`config.mk`:
```
export PLATFORM = sky130hd
export DESIGN_NAME = multicycle_control
export DESIGN_NICKNAME = d
export VERILOG_FILES = /design/src/rtl/mc_pkg.sv /design/src/rtl/alu_decoder.sv /design/src/rtl/multicycle_control.sv
export SDC_FILE = /design/constraint.sdc
export NUM_CORES = 1
export LEC_CHECK = 0
export ABC_AREA = 1
export CORE_ASPECT_RATIO = 0.5
export CORE_MARGIN = 2
export CORE_UTILIZATION = 26
export DETAILED_ROUTE_END_ITERATION = 12
export HOLD_SLACK_MARGIN = 0.12
export PLACE_DENSITY = 0.59
export SETUP_SLACK_MARGIN = 0.5
export SLEW_MARGIN = 20
export SYNTH_ARGS = -nofsm -noshare
export SYNTH_HDL_FRONTEND = slang
export SYNTH_SLANG_ARGS = --single-unit
export TNS_END_PERCENT = 30
```
`constraint.sdc`:
```
create_clock -name clk -period 2.1 [get_ports clk]
set_input_delay 0.21 -clock clk [delete_from_list [all_inputs] [get_ports clk]]
set_output_delay 0.21 -clock clk [all_outputs]
set_load 0.02 [all_outputs]
```
`src/rtl/mc_pkg.sv`:
```
// Shared definitions for the multicycle MIPS control unit: FSM states,
// opcode/funct encodings and ALU operation codes.
package mc_pkg;

    typedef enum logic [3:0] {
        S_FETCH,
        S_DECODE,
        S_MEMADR,
        S_MEMRD,
        S_MEMWB,
        S_MEMWR,
        S_EXEC,
        S_ALUWB,
        S_BRANCH,
        S_ADDIEX,
        S_ADDIWB,
        S_JUMP
    } state_t;

    localparam logic [5:0] OP_RTYPE = 6'b000000;
    localparam logic [5:0] OP_LW    = 6'b100011;
    localparam logic [5:0] OP_SW    = 6'b101011;
    localparam logic [5:0] OP_BEQ   = 6'b000100;
    localparam logic [5:0] OP_ADDI  = 6'b001000;
    localparam logic [5:0] OP_J     = 6'b000010;

    localparam logic [1:0] ALUOP_ADD   = 2'b00;
    localparam logic [1:0] ALUOP_SUB   = 2'b01;
    localparam logic [1:0] ALUOP_FUNCT = 2'b10;

    localparam logic [5:0] FN_ADD = 6'b100000;
    localparam logic [5:0] FN_SUB = 6'b100010;
    localparam logic [5:0] FN_AND = 6'b100100;
    localparam logic [5:0] FN_OR  = 6'b100101;
    localparam logic [5:0] FN_SLT = 6'b101010;

    localparam logic [2:0] ALU_AND = 3'b000;
    localparam logic [2:0] ALU_OR  = 3'b001;
    localparam logic [2:0] ALU_ADD = 3'b010;
    localparam logic [2:0] ALU_SUB = 3'b110;
    localparam logic [2:0] ALU_SLT = 3'b111;

endpackage

```
`src/rtl/alu_decoder.sv`:
```
// Maps the FSM's 2-bit ALU request plus the R-type funct field onto the
// 3-bit ALU operation code.
module alu_decoder
    import mc_pkg::*;
(
    input  logic [1:0] aluop,
    input  logic [5:0] funct,
    output logic [2:0] alucontrol
);

    always_comb begin
        alucontrol = ALU_ADD;
        case (aluop)
            ALUOP_SUB: alucontrol = ALU_SUB;
            ALUOP_FUNCT: begin
                // Unrecognised funct codes fall back to add.
                case (funct)
                    FN_ADD:  alucontrol = ALU_ADD;
                    FN_SUB:  alucontrol = ALU_SUB;
                    FN_AND:  alucontrol = ALU_AND;
                    FN_OR:   alucontrol = ALU_OR;
                    FN_SLT:  alucontrol = ALU_SLT;
                    default: alucontrol = ALU_ADD;
                endcase
            end
            default: alucontrol = ALU_ADD;
        endcase
    end

endmodule

```
`src/rtl/multicycle_control.sv`:
```
// Moore-style control FSM for a multicycle MIPS datapath, with a
// retired-instruction counter and an illegal-opcode pulse.
module multicycle_control
    import mc_pkg::*;
#(
    parameter int CNT_W = 32
) (
    input  logic             clk,
    input  logic             reset,
    input  logic [5:0]       op,
    input  logic [5:0]       funct,
    input  logic             zero,
    output logic             iord,
    output logic             irwrite,
    output logic             memwrite,
    output logic             regdst,
    output logic             memtoreg,
    output logic             alusrca,
    output logic             pcwrite,
    output logic             regwrite,
    output logic [1:0]       alusrcb,
    output logic [1:0]       pcsrc,
    output logic [2:0]       alucontrol,
    output logic             retired,
    output logic             illegal,
    output logic [CNT_W-1:0] retired_cnt
);

    state_t     state, next_state;
    logic [1:0] aluop;

    always_ff @(posedge clk) begin
        if (reset) state <= S_FETCH;
        else       state <= next_state;
    end

    always_comb begin
        next_state = S_FETCH;
        iord       = 1'b0;
        irwrite    = 1'b0;
        memwrite   = 1'b0;
        regdst     = 1'b0;
        memtoreg   = 1'b0;
        alusrca    = 1'b0;
        pcwrite    = 1'b0;
        regwrite   = 1'b0;
        alusrcb    = 2'b00;
        pcsrc      = 2'b00;
        aluop      = ALUOP_ADD;
        retired    = 1'b0;
        illegal    = 1'b0;
        case (state)
            S_FETCH: begin
                irwrite    = 1'b1;
                alusrcb    = 2'b01;
                pcwrite    = 1'b1;
                next_state = S_DECODE;
            end
            S_DECODE: begin
                // Speculatively computes the branch target while decoding.
                alusrcb = 2'b11;
                case (op)
                    OP_LW, OP_SW: next_state = S_MEMADR;
                    OP_RTYPE:     next_state = S_EXEC;
                    OP_BEQ:       next_state = S_BRANCH;
                    OP_ADDI:      next_state = S_ADDIEX;
                    OP_J:         next_state = S_JUMP;
                    default: begin
                        illegal    = 1'b1;
                        next_state = S_FETCH;
                    end
                endcase
            end
            S_MEMADR: begin
                alusrca = 1'b1;
                alusrcb = 2'b10;
                if (op == OP_LW)      next_state = S_MEMRD;
                else if (op == OP_SW) next_state = S_MEMWR;
                else                  next_state = S_FETCH;
            end
            S_MEMRD: begin
                iord       = 1'b1;
                next_state = S_MEMWB;
            end
            S_MEMWB: begin
                memtoreg = 1'b1;
                regwrite = 1'b1;
                retired  = 1'b1;
            end
            S_MEMWR: begin
                iord     = 1'b1;
                memwrite = 1'b1;
                retired  = 1'b1;
            end
            S_EXEC: begin
                alusrca    = 1'b1;
                aluop      = ALUOP_FUNCT;
                next_state = S_ALUWB;
            end
            S_ALUWB: begin
                regdst   = 1'b1;
                regwrite = 1'b1;
                retired  = 1'b1;
            end
            S_BRANCH: begin
                alusrca = 1'b1;
                aluop   = ALUOP_SUB;
                pcsrc   = 2'b01;
                pcwrite = zero;
                retired = 1'b1;
            end
            S_ADDIEX: begin
                alusrca    = 1'b1;
                alusrcb    = 2'b10;
                next_state = S_ADDIWB;
            end
            S_ADDIWB: begin
                regwrite = 1'b1;
                retired  = 1'b1;
            end
            S_JUMP: begin
                pcsrc   = 2'b10;
                pcwrite = 1'b1;
                retired = 1'b1;
            end
            default: next_state = S_FETCH;
        endcase
    end

    alu_decoder u_alu_decoder (
        .aluop      (aluop),
        .funct      (funct),
        .alucontrol (alucontrol)
    );

    // Free-running wrap on overflow is intended.
    always_ff @(posedge clk) begin
        if (reset)        retired_cnt <= '0;
        else if (retired) retired_cnt <= retired_cnt + CNT_W'(1);
    end

endmodule

```
==> reports/results.tsv, run 1 <==
stage	metric	value	unit
floorplanning	ios	64	
flow_run	cap_violations	0	
setup_path	crit_type	reg -> out	
route	ant_nets	0	
grt	grt_max_degree	22	
power	p_leak	1.59	nW
route	drt_iter0_drc	157	
synthesis	netlist_top_cells_area	dfxtp_1 32%, nand2_1 15%, nor2_1 14%	
status	outcome	finished, final reports clean	
grt	antenna_found_initial	0	
setup_path	worstPathRequired	1.89	ns
cells_and_area	area_growth	60.0	%
hold_path	hp-class	reg -> reg	
clock_tree	clock_sinks	36	
setup_path	ff2ff_path_depth	10	
synthesis	syn_avg_cell_area	5.88	um^2
place	portBuffers	63	
floorplanning	chipHeight	69.8	um
grt	grt_pass1_wl	11000	um
place	dpl.hpwl	5120	um
sta	hold_viol	0	
synthesis	synth_top_area_share	32.0	%
grt	grt_usage	14.4	%
synthesis	syn_inst	383	
setup_path	critical_path_arrival	1.78	ns
clock_tree	clkTransAtPathRegs	0.06	ns
place	placed_area	3250	um^2
floorplanning	rows	23	
cells_and_area	diodes	0	
clock_tree	cts_tree	built	
synthesis	netlist_area	2250	um^2
place	gp_congestion	0.779	
cells_and_area	final_common_cell	nand2_1	
sta	fin_crit_sh	94.7	%
sta	relSlewSlack	80.3	%
sta	min_period	1.99	ns
synthesis	synth_seq_cells	36	
grt	overflow	0	
route	dr.pass1.iters	4	
power	ir_worst_vdd	0.272	mV
floorplanning	dieArea	9470	um^2
floorplanning	die-width	136	um
cells_and_area	seqCellArea	736	um^2
sta	fmax	0.503	GHz
cells_and_area	drive_above_1_share	22.6	%
synthesis	ys_warn_count	0	
clock_tree	clock_path_buffers	2	
cells_and_area	final_cells	595	
clock_tree	htree_levels	2	
cells_and_area	final_nets	500	
clock_tree	cts_buffers	5	
synthesis	syn_nets	401	
setup_path	r2r-end	retired_cnt[19]$_SDFFE_PP0P_	
sta	clock_skew	0.00541	ns
clock_tree	clock_latency	0.28	ns
setup_path	r2r_slack	0.53	ns
sta	setup_violations	0	
place	dp_cells	579	
route	vias	2612	
sta	tightest_slew	0.293	ns
cells_and_area	final_util	44.0	%
clock_tree	cts.hold.buffers_added	0	
setup_path	cp_max_fo	3	
cells_and_area	n_fill_cell	893	
power	p_total	1.61	mW
route	via_per_inst	4.39	
cells_and_area	final_cell_area	3610	um^2
synthesis	yosysTopAreaCell	dfxtp_1	
sta	finalMaxSlewViolations	0	
setup_path	endpoint	alucontrol[0]	
floorplanning	coreArea	8200	um^2
cells_and_area	multi_input_area	1460	um^2
setup_path	worst_setup_path_end_kind	primary output	
sta	rsz0062_at_grt	true	
cells_and_area	final_cell_mix	86 x nand2_1, 67 x nor2_1, 47 x inv_1	
grt	grt_pass1_vias	2385	
synthesis	yosysUniqueCellTypes	27	
power	powerDensity	446	nW/um^2
clock_tree	ctsRootBufferMaster	clkbuf_16	
synthesis	seq_area_frac_synth	32.0	%
setup_path	startpoint	state[3]$_SDFF_PP0_	
floorplanning	start_util	27.5	%
place	pre_cts_slack	-0.179	ns
route	route.detailed.wl_per_inst	11.2	um
route	drt-total-wl	6680	um
setup_path	start_kind	flop	
setup_path	reg2reg_from	state[1]$_SDFF_PP0_	
sta	worst_slack	0.111	ns
route	drc	0	
==> sequential cells by signal, indices dropped and copies added (netlist names) <==
name / count
retired_cnt: 32
state: 4
==> logic make-up (layout without fill, tap and decap cells) <==
family | after synthesis | in the layout | share of synthesized area, %
compound gates | 41 | 41 | 9.66
xor+xnor | 4 | 4 | 1.55
flops | 36 | 36 | 32.0
fa+ha+maj | 3 | 3 | 1.67
buf+inv | 62 | 162 | 10.8
simple gates | 237 | 237 | 44.3
==> power breakdown <==
group	switching, mW	internal [mW]	total [mW]
Clock	0.298	0.472	0.770
Sequential	0.00345	0.683	0.686
Combinational	0.0787	0.0741	0.153
Total	0.380	1.23	1.61
==> cell usage after synthesis (all sizes together) <==
cell,n
and2,1
o21ai,14
o211ai,1
clkbuf,2
dfxtp,36
nand3,35
nor2,89
nor3b,1
xor2,2
o22ai,3
xnor2,2
inv,57
and3,4
nand2,94
ha,3
nand4,8
o21bai,2
nor3,5
a21oi,20
a31oi,1
buf,3
==> area by class of cell <==
cell class / instances / share of cell area [%]
clock buffer: 6 / 3.85
clock inverter: 2 / 0.416
inverter: 57 / 6.07
multi-input combinational: 285 / 40.5
sequential: 36 / 20.4
tap: 112 / 3.89
timing repair buffer: 97 / 24.8
==> worst max-delay path, cell delays in order, from the launching register on <==
cell	delay [ns]
dfxtp_2	0.35
inv_2	0.05
nor2_4	0.10
inv_2	0.05
nor2_4	0.08
inv_2	0.05
ha_4	0.21
inv_2	0.05
nand2_2	0.04
nor2_2	0.11
nand2_1	0.10
o22ai_4	0.15
buf_6	0.13
==> routing by layer <==
metal / GRT usage [%] / share of wire, %
met4: 3.47 / 0.97
met1: 18.8 / 48
met5: 0 / 0
met3: 3.95 / 5.7
met2: 23.6 / 45
==> how the worst min path moves through the flow <==
stage | startpoint | to | cells after the start
6_report | retired_cnt[4]$_SDFFE_PP0P_ | retired_cnt[4]$_SDFFE_PP0P_ | 2
5_1_grt | retired_cnt[4]$_SDFFE_PP0P_ | retired_cnt[4]$_SDFFE_PP0P_ | 2
4_1_cts | retired_cnt[4]$_SDFFE_PP0P_ | retired_cnt[4]$_SDFFE_PP0P_ | 2
3_5_place_dp | retired_cnt[4]$_SDFFE_PP0P_ | retired_cnt[4]$_SDFFE_PP0P_ | 2
3_3_place_gp | retired_cnt[4]$_SDFFE_PP0P_ | retired_cnt[4]$_SDFFE_PP0P_ | 2
2_1_floorplan | reset | state[1]$_SDFF_PP0_ | 1
==> per-stage QoR <==
stage          setup TNS (ns)  hold slack (ns)
2_1_floorplan               0            0.279
3_3_place_gp           -0.312            0.458
3_5_place_dp           -0.400            0.464
4_1_cts                     0            0.474
5_1_grt                     0            0.492
6_report                    0            0.470
==> what timing repair did <==
action                     CTS  global route
setup endpoints to repair   38            52
cloned                       0             0
setup buffers                0             8
pin swaps                    4            10
gates resized for setup     61            61
Note: power is estimated with default switching activity, not from simulation.
==> run 2, diff against run 1 <==
--- a/config.mk
+++ b/config.mk
@@ -5,16 +5,14 @@
 export SDC_FILE = /design/constraint.sdc
 export NUM_CORES = 1
 export LEC_CHECK = 0
-export ABC_AREA = 1
 export CORE_ASPECT_RATIO = 0.5
 export CORE_MARGIN = 2
 export CORE_UTILIZATION = 26
 export DETAILED_ROUTE_END_ITERATION = 12
 export HOLD_SLACK_MARGIN = 0.12
-export PLACE_DENSITY = 0.59
+export PLACE_DENSITY = 0.6
 export SETUP_SLACK_MARGIN = 0.5
 export SLEW_MARGIN = 20
 export SYNTH_ARGS = -nofsm -noshare
 export SYNTH_HDL_FRONTEND = slang
 export SYNTH_SLANG_ARGS = --single-unit
-export TNS_END_PERCENT = 30
==> reports/results.tsv, run 2 <==
stage	metric	value	unit	change
setup_path	ff2ff_path_depth	7		-3
cells_and_area	area_growth	70.6	%	
synthesis	synth_top_family_by_area	simple AND/OR/NAND/NOR gates		
synthesis	async_flop_share	0	%	unchanged
power	switching_share	22.8	%	-0.80 points
power	switchingPower	347	uW	-8.9%
synthesis	synth_edf_count	0		unchanged
synthesis	synth_xor_xnor_area_share	9.32	%	+7.8 points
cells_and_area	diodes	0		unchanged
place	portBuffers	63		unchanged
sta	tightest_slew	0.482	ns	+0.189 ns
setup_path	worst_setup_path_end_kind	primary output		
setup_path	crit_type	reg -> out		
synthesis	synth_top_area_share	34.9	%	+2.9 points
clock_tree	ctsRootBufferMaster	clkbuf_16		
hold_path	hp-start	retired_cnt[31]$_SDFFE_PP0P_		
flow_run	cap_violations	0		unchanged
clock_tree	clock_latency	0.28	ns	about the same
cells_and_area	final_util	46.9	%	+3.0 points
grt	antenna_found_initial	0		unchanged
grt	grt_usage	15.1	%	+0.69 points
route	route.detailed.wl_per_inst	13.9	um	+23%
synthesis	syn_avg_cell_area	8.01	um^2	+36%
floorplanning	ios	64		unchanged
synthesis	synth_mux_area_share	0.484	%	+0.48 points
route	dr.pass1.iters	4		unchanged
power	seq_power_share	44.0	%	+1.4 points
cells_and_area	final_cell_mix	40 x clkdlybuf4s50_1, 40 x buf_4, 31 x nor2_1		
sta	fin_crit_sh	90.2	%	-4.5 points
cells_and_area	largestRegisters	retired_cnt: 32 flops, state: 4 flops		
hold_path	min_delay_path_depth	2		unchanged
power	p_int	1.17	mW	-4.7%
clock_tree	clkTransAtPathRegs	0.05	ns	about the same
cells_and_area	largest_register	retired_cnt		
synthesis	syn_inst	258		-33%
synthesis	netlist_top_cells_area	dfxtp_1 35%, xor2_1 8.9%, nor2_1 6.2%		
setup_path	r2r_slack	0.32	ns	-0.21 ns
clock_tree	cts_tree	built		
setup_path	reg2reg_from	state[1]$_SDFF_PP0_		
synthesis	synthAdderAreaFrac	1.82	%	+0.15 points
floorplanning	rows	22		-4.3%
sta	setup_violations	0		unchanged
power	p_total	1.52	mW	-5.7%
synthesis	synth_seq_cells	36		unchanged
sta	finalMaxSlewViolations	0		unchanged
sta	relSlewSlack	67.9	%	-12 points
setup_path	crit_chain	nor2b_4 -> nand3_2 -> inv_2 -> ha_4 -> nand3b_1 -> o22ai_4 -> buf_6		
clock_tree	clock_sinks	36		unchanged
setup_path	cp_max_fo	4		+1
clock_tree	clock_path_buffers	2		unchanged
sta	hold_viol	0		unchanged
cells_and_area	final_nets	379		-24%
power	combPwrFrac	10.0	%	+0.5 points
grt	overflow	0		unchanged
sta	rsz0062_at_grt	true		
place	dpl.hpwl	4440	um	-13%
clock_tree	htree_levels	2		unchanged
route	vias	2345		-10%
synthesis	synth_common_cells	36 x dfxtp_1, 34 x nor2_1, 21 x xor2_1, 18 x a21oi_1, 17 x nand4_1		
setup_path	r2r-end	retired_cnt[25]$_SDFFE_PP0P_		
route	drc	0		unchanged
clock_tree	cts.hold.buffers_added	0		unchanged
place	pre_cts_slack	-0.165	ns	+0.0136 ns
sta	worst_slack	0.205	ns	+0.0939 ns
setup_path	critical_path_arrival	1.68	ns	-0.10 ns
grt	grt_pass1_wl	10500	um	-4.6%
setup_path	critPathSlowestCell	dfxtp_2		
route	drt-total-wl	6510	um	-2.5%
hold_path	hp-class	reg -> reg		
synthesis	netlist_area	2070	um^2	-8.3%
floorplanning	chipHeight	67.0	um	-4.0%
synthesis	syn_nets	276		-31%
synthesis	synth_most_common_cell	dfxtp_1		
hold_path	hold_end	retired_cnt[31]$_SDFFE_PP0P_		
floorplanning	start_util	27.5	%	+0.031 points
synthesis	yosysUniqueCellTypes	44		+63%
sta	clock_skew	0.00782	ns	+0.00242 ns
setup_path	start_kind	flop		
synthesis	synthFlopType	dfxtp_1		
synthesis	seq_area_frac_synth	34.9	%	+2.9 points
floorplanning	dieArea	8720	um^2	-7.9%
floorplanning	coreArea	7510	um^2	-8.4%
synthesis	synth_compound_area_share	14.0	%	+4.4 points
cells_and_area	drive_above_1_share	36.2	%	+14 points
setup_path	worstPathRequired	1.89	ns	about the same
power	ir_worst_vdd	0.282	mV	+3.9%
floorplanning	die-width	130	um	-4.1%
power	powerDensity	430	nW/um^2	-3.6%
grt	grt_max_degree	33		+50%
synthesis	synthSimpleGateAreaFrac	35.1	%	-9.2 points
synthesis	yosysTopAreaCell	dfxtp_1		
route	ant_nets	0		unchanged
synthesis	ys_warn_count	0		unchanged
clock_tree	cts_buffers	5		unchanged
setup_path	slowest_delay	0.35	ns	about the same
route	drt_iter0_drc	111		-29%
place	gp_congestion	0.803		+3.0%
sta	fmax	0.528	GHz	+5.0%
route	via_per_inst	4.99		+14%
grt	grt_pass1_vias	2341		-1.8%
cells_and_area	largest_reg_flops	32		unchanged
sta	min_period	1.89	ns	-0.0939 ns
power	p_leak	1.38	nW	-13%
status	outcome	finished, final reports clean		
power	pwr-share-clk	46.0	%	-1.9 points
[run 2: cell types whose count changed after synthesis, moves of 6 or more]
| cell | previous run | this run |
|---|---|---|
| nand4_1 | 8 | 17 |
| clkbuf_1 | 2 | 8 |
| nand2_1 | 91 | 16 |
| nor2_1 | 85 | 34 |
| or4_1 | 0 | 7 |
| o31ai_1 | 0 | 7 |
| xor2_1 | 2 | 21 |
| inv_1 | 55 | 7 |
| nand3_1 | 35 | 13 |
[run 2: layout make-up]
cell class	instances	area, um^2
inverter	7	26.3
clock buffer	6	129
fill	737	3990
clock inverter	2	7.51
sequential	36	800
timing repair buffer	110	975
tap	108	135
multi-input combinational	201	1450
[run 2: cell families after synthesis]
| kind of cell | Yosys count |
|---|---|
| flops | 36 |
| simple gates | 128 |
| fa+ha+maj | 3 |
| compound gates | 47 |
| buf+inv | 21 |
| xor+xnor | 22 |
| mux | 1 |
[run 2: power groups by stage]
| stage | clock network (mW) | logic, mW | registers [mW] |
|---|---|---|---|
| after CTS | 0.718 | 0.145 | 0.668 |
| final | 0.698 | 0.152 | 0.667 |
| after floorplan | 0 | 0.0739 | 0.682 |
| after global placement | 0 | 0.141 | 0.683 |
| after global routing | 0.748 | 0.164 | 0.667 |
| after detailed placement | 0 | 0.144 | 0.683 |
[run 2: layer usage]
layer / vias up / global-route usage [%] / share of wire, %
li1: 1148 / - / -
met2: 68 / 28.0 / 49
met1: 1119 / 17.8 / 45
met5: - / 0 / 0
met4: 0 / 4.97 / 1.0
met3: 10 / 2.73 / 4.7
[run 2: how the worst max path moves through the flow]
stage / depth (start not counted) / endpoint / from
floorplan: 6 / retired_cnt[31]$_SDFFE_PP0P_ / retired_cnt[17]$_SDFFE_PP0P_
global placement: 5 / alucontrol[0] / funct[1]
detailed placement: 5 / alucontrol[0] / funct[1]
CTS: 7 / alucontrol[2] / state[1]$_SDFF_PP0_
global route: 7 / alucontrol[2] / state[1]$_SDFF_PP0_
finish: 7 / alucontrol[2] / state[1]$_SDFF_PP0_
[run 2: worst max-delay path: cells and delay by family, from the launching register on]
family,cells,cell delay (ns)
buffers and inverters,2,0.23
DFF,1,0.35
adders and majority gates,1,0.20
and+or+nand+nor,3,0.49
AOI/OAI and AO/OA,1,0.15
[run 2: stage by stage]
step | TNS (ns) | area, um^2 | hold slack (ns) | cells
after floorplan | 0 | 2300 | 0.446 | 258
after global placement | -0.199 | 3110 | 0.469 | 434
after detailed placement | -0.279 | 3110 | 0.490 | 434
after CTS | 0 | 3470 | 0.499 | 469
after global routing | 0 | 3530 | 0.524 | 470
final | 0 | 3530 | 0.500 | 470
[run 2: timing repair]
action / 4_1_cts / 5_1_grt
endpoints found under the setup margin: 44 / 47
pin swaps: 14 / 1
gates resized for setup: 91 / 23
setup buffers: 27 / 1
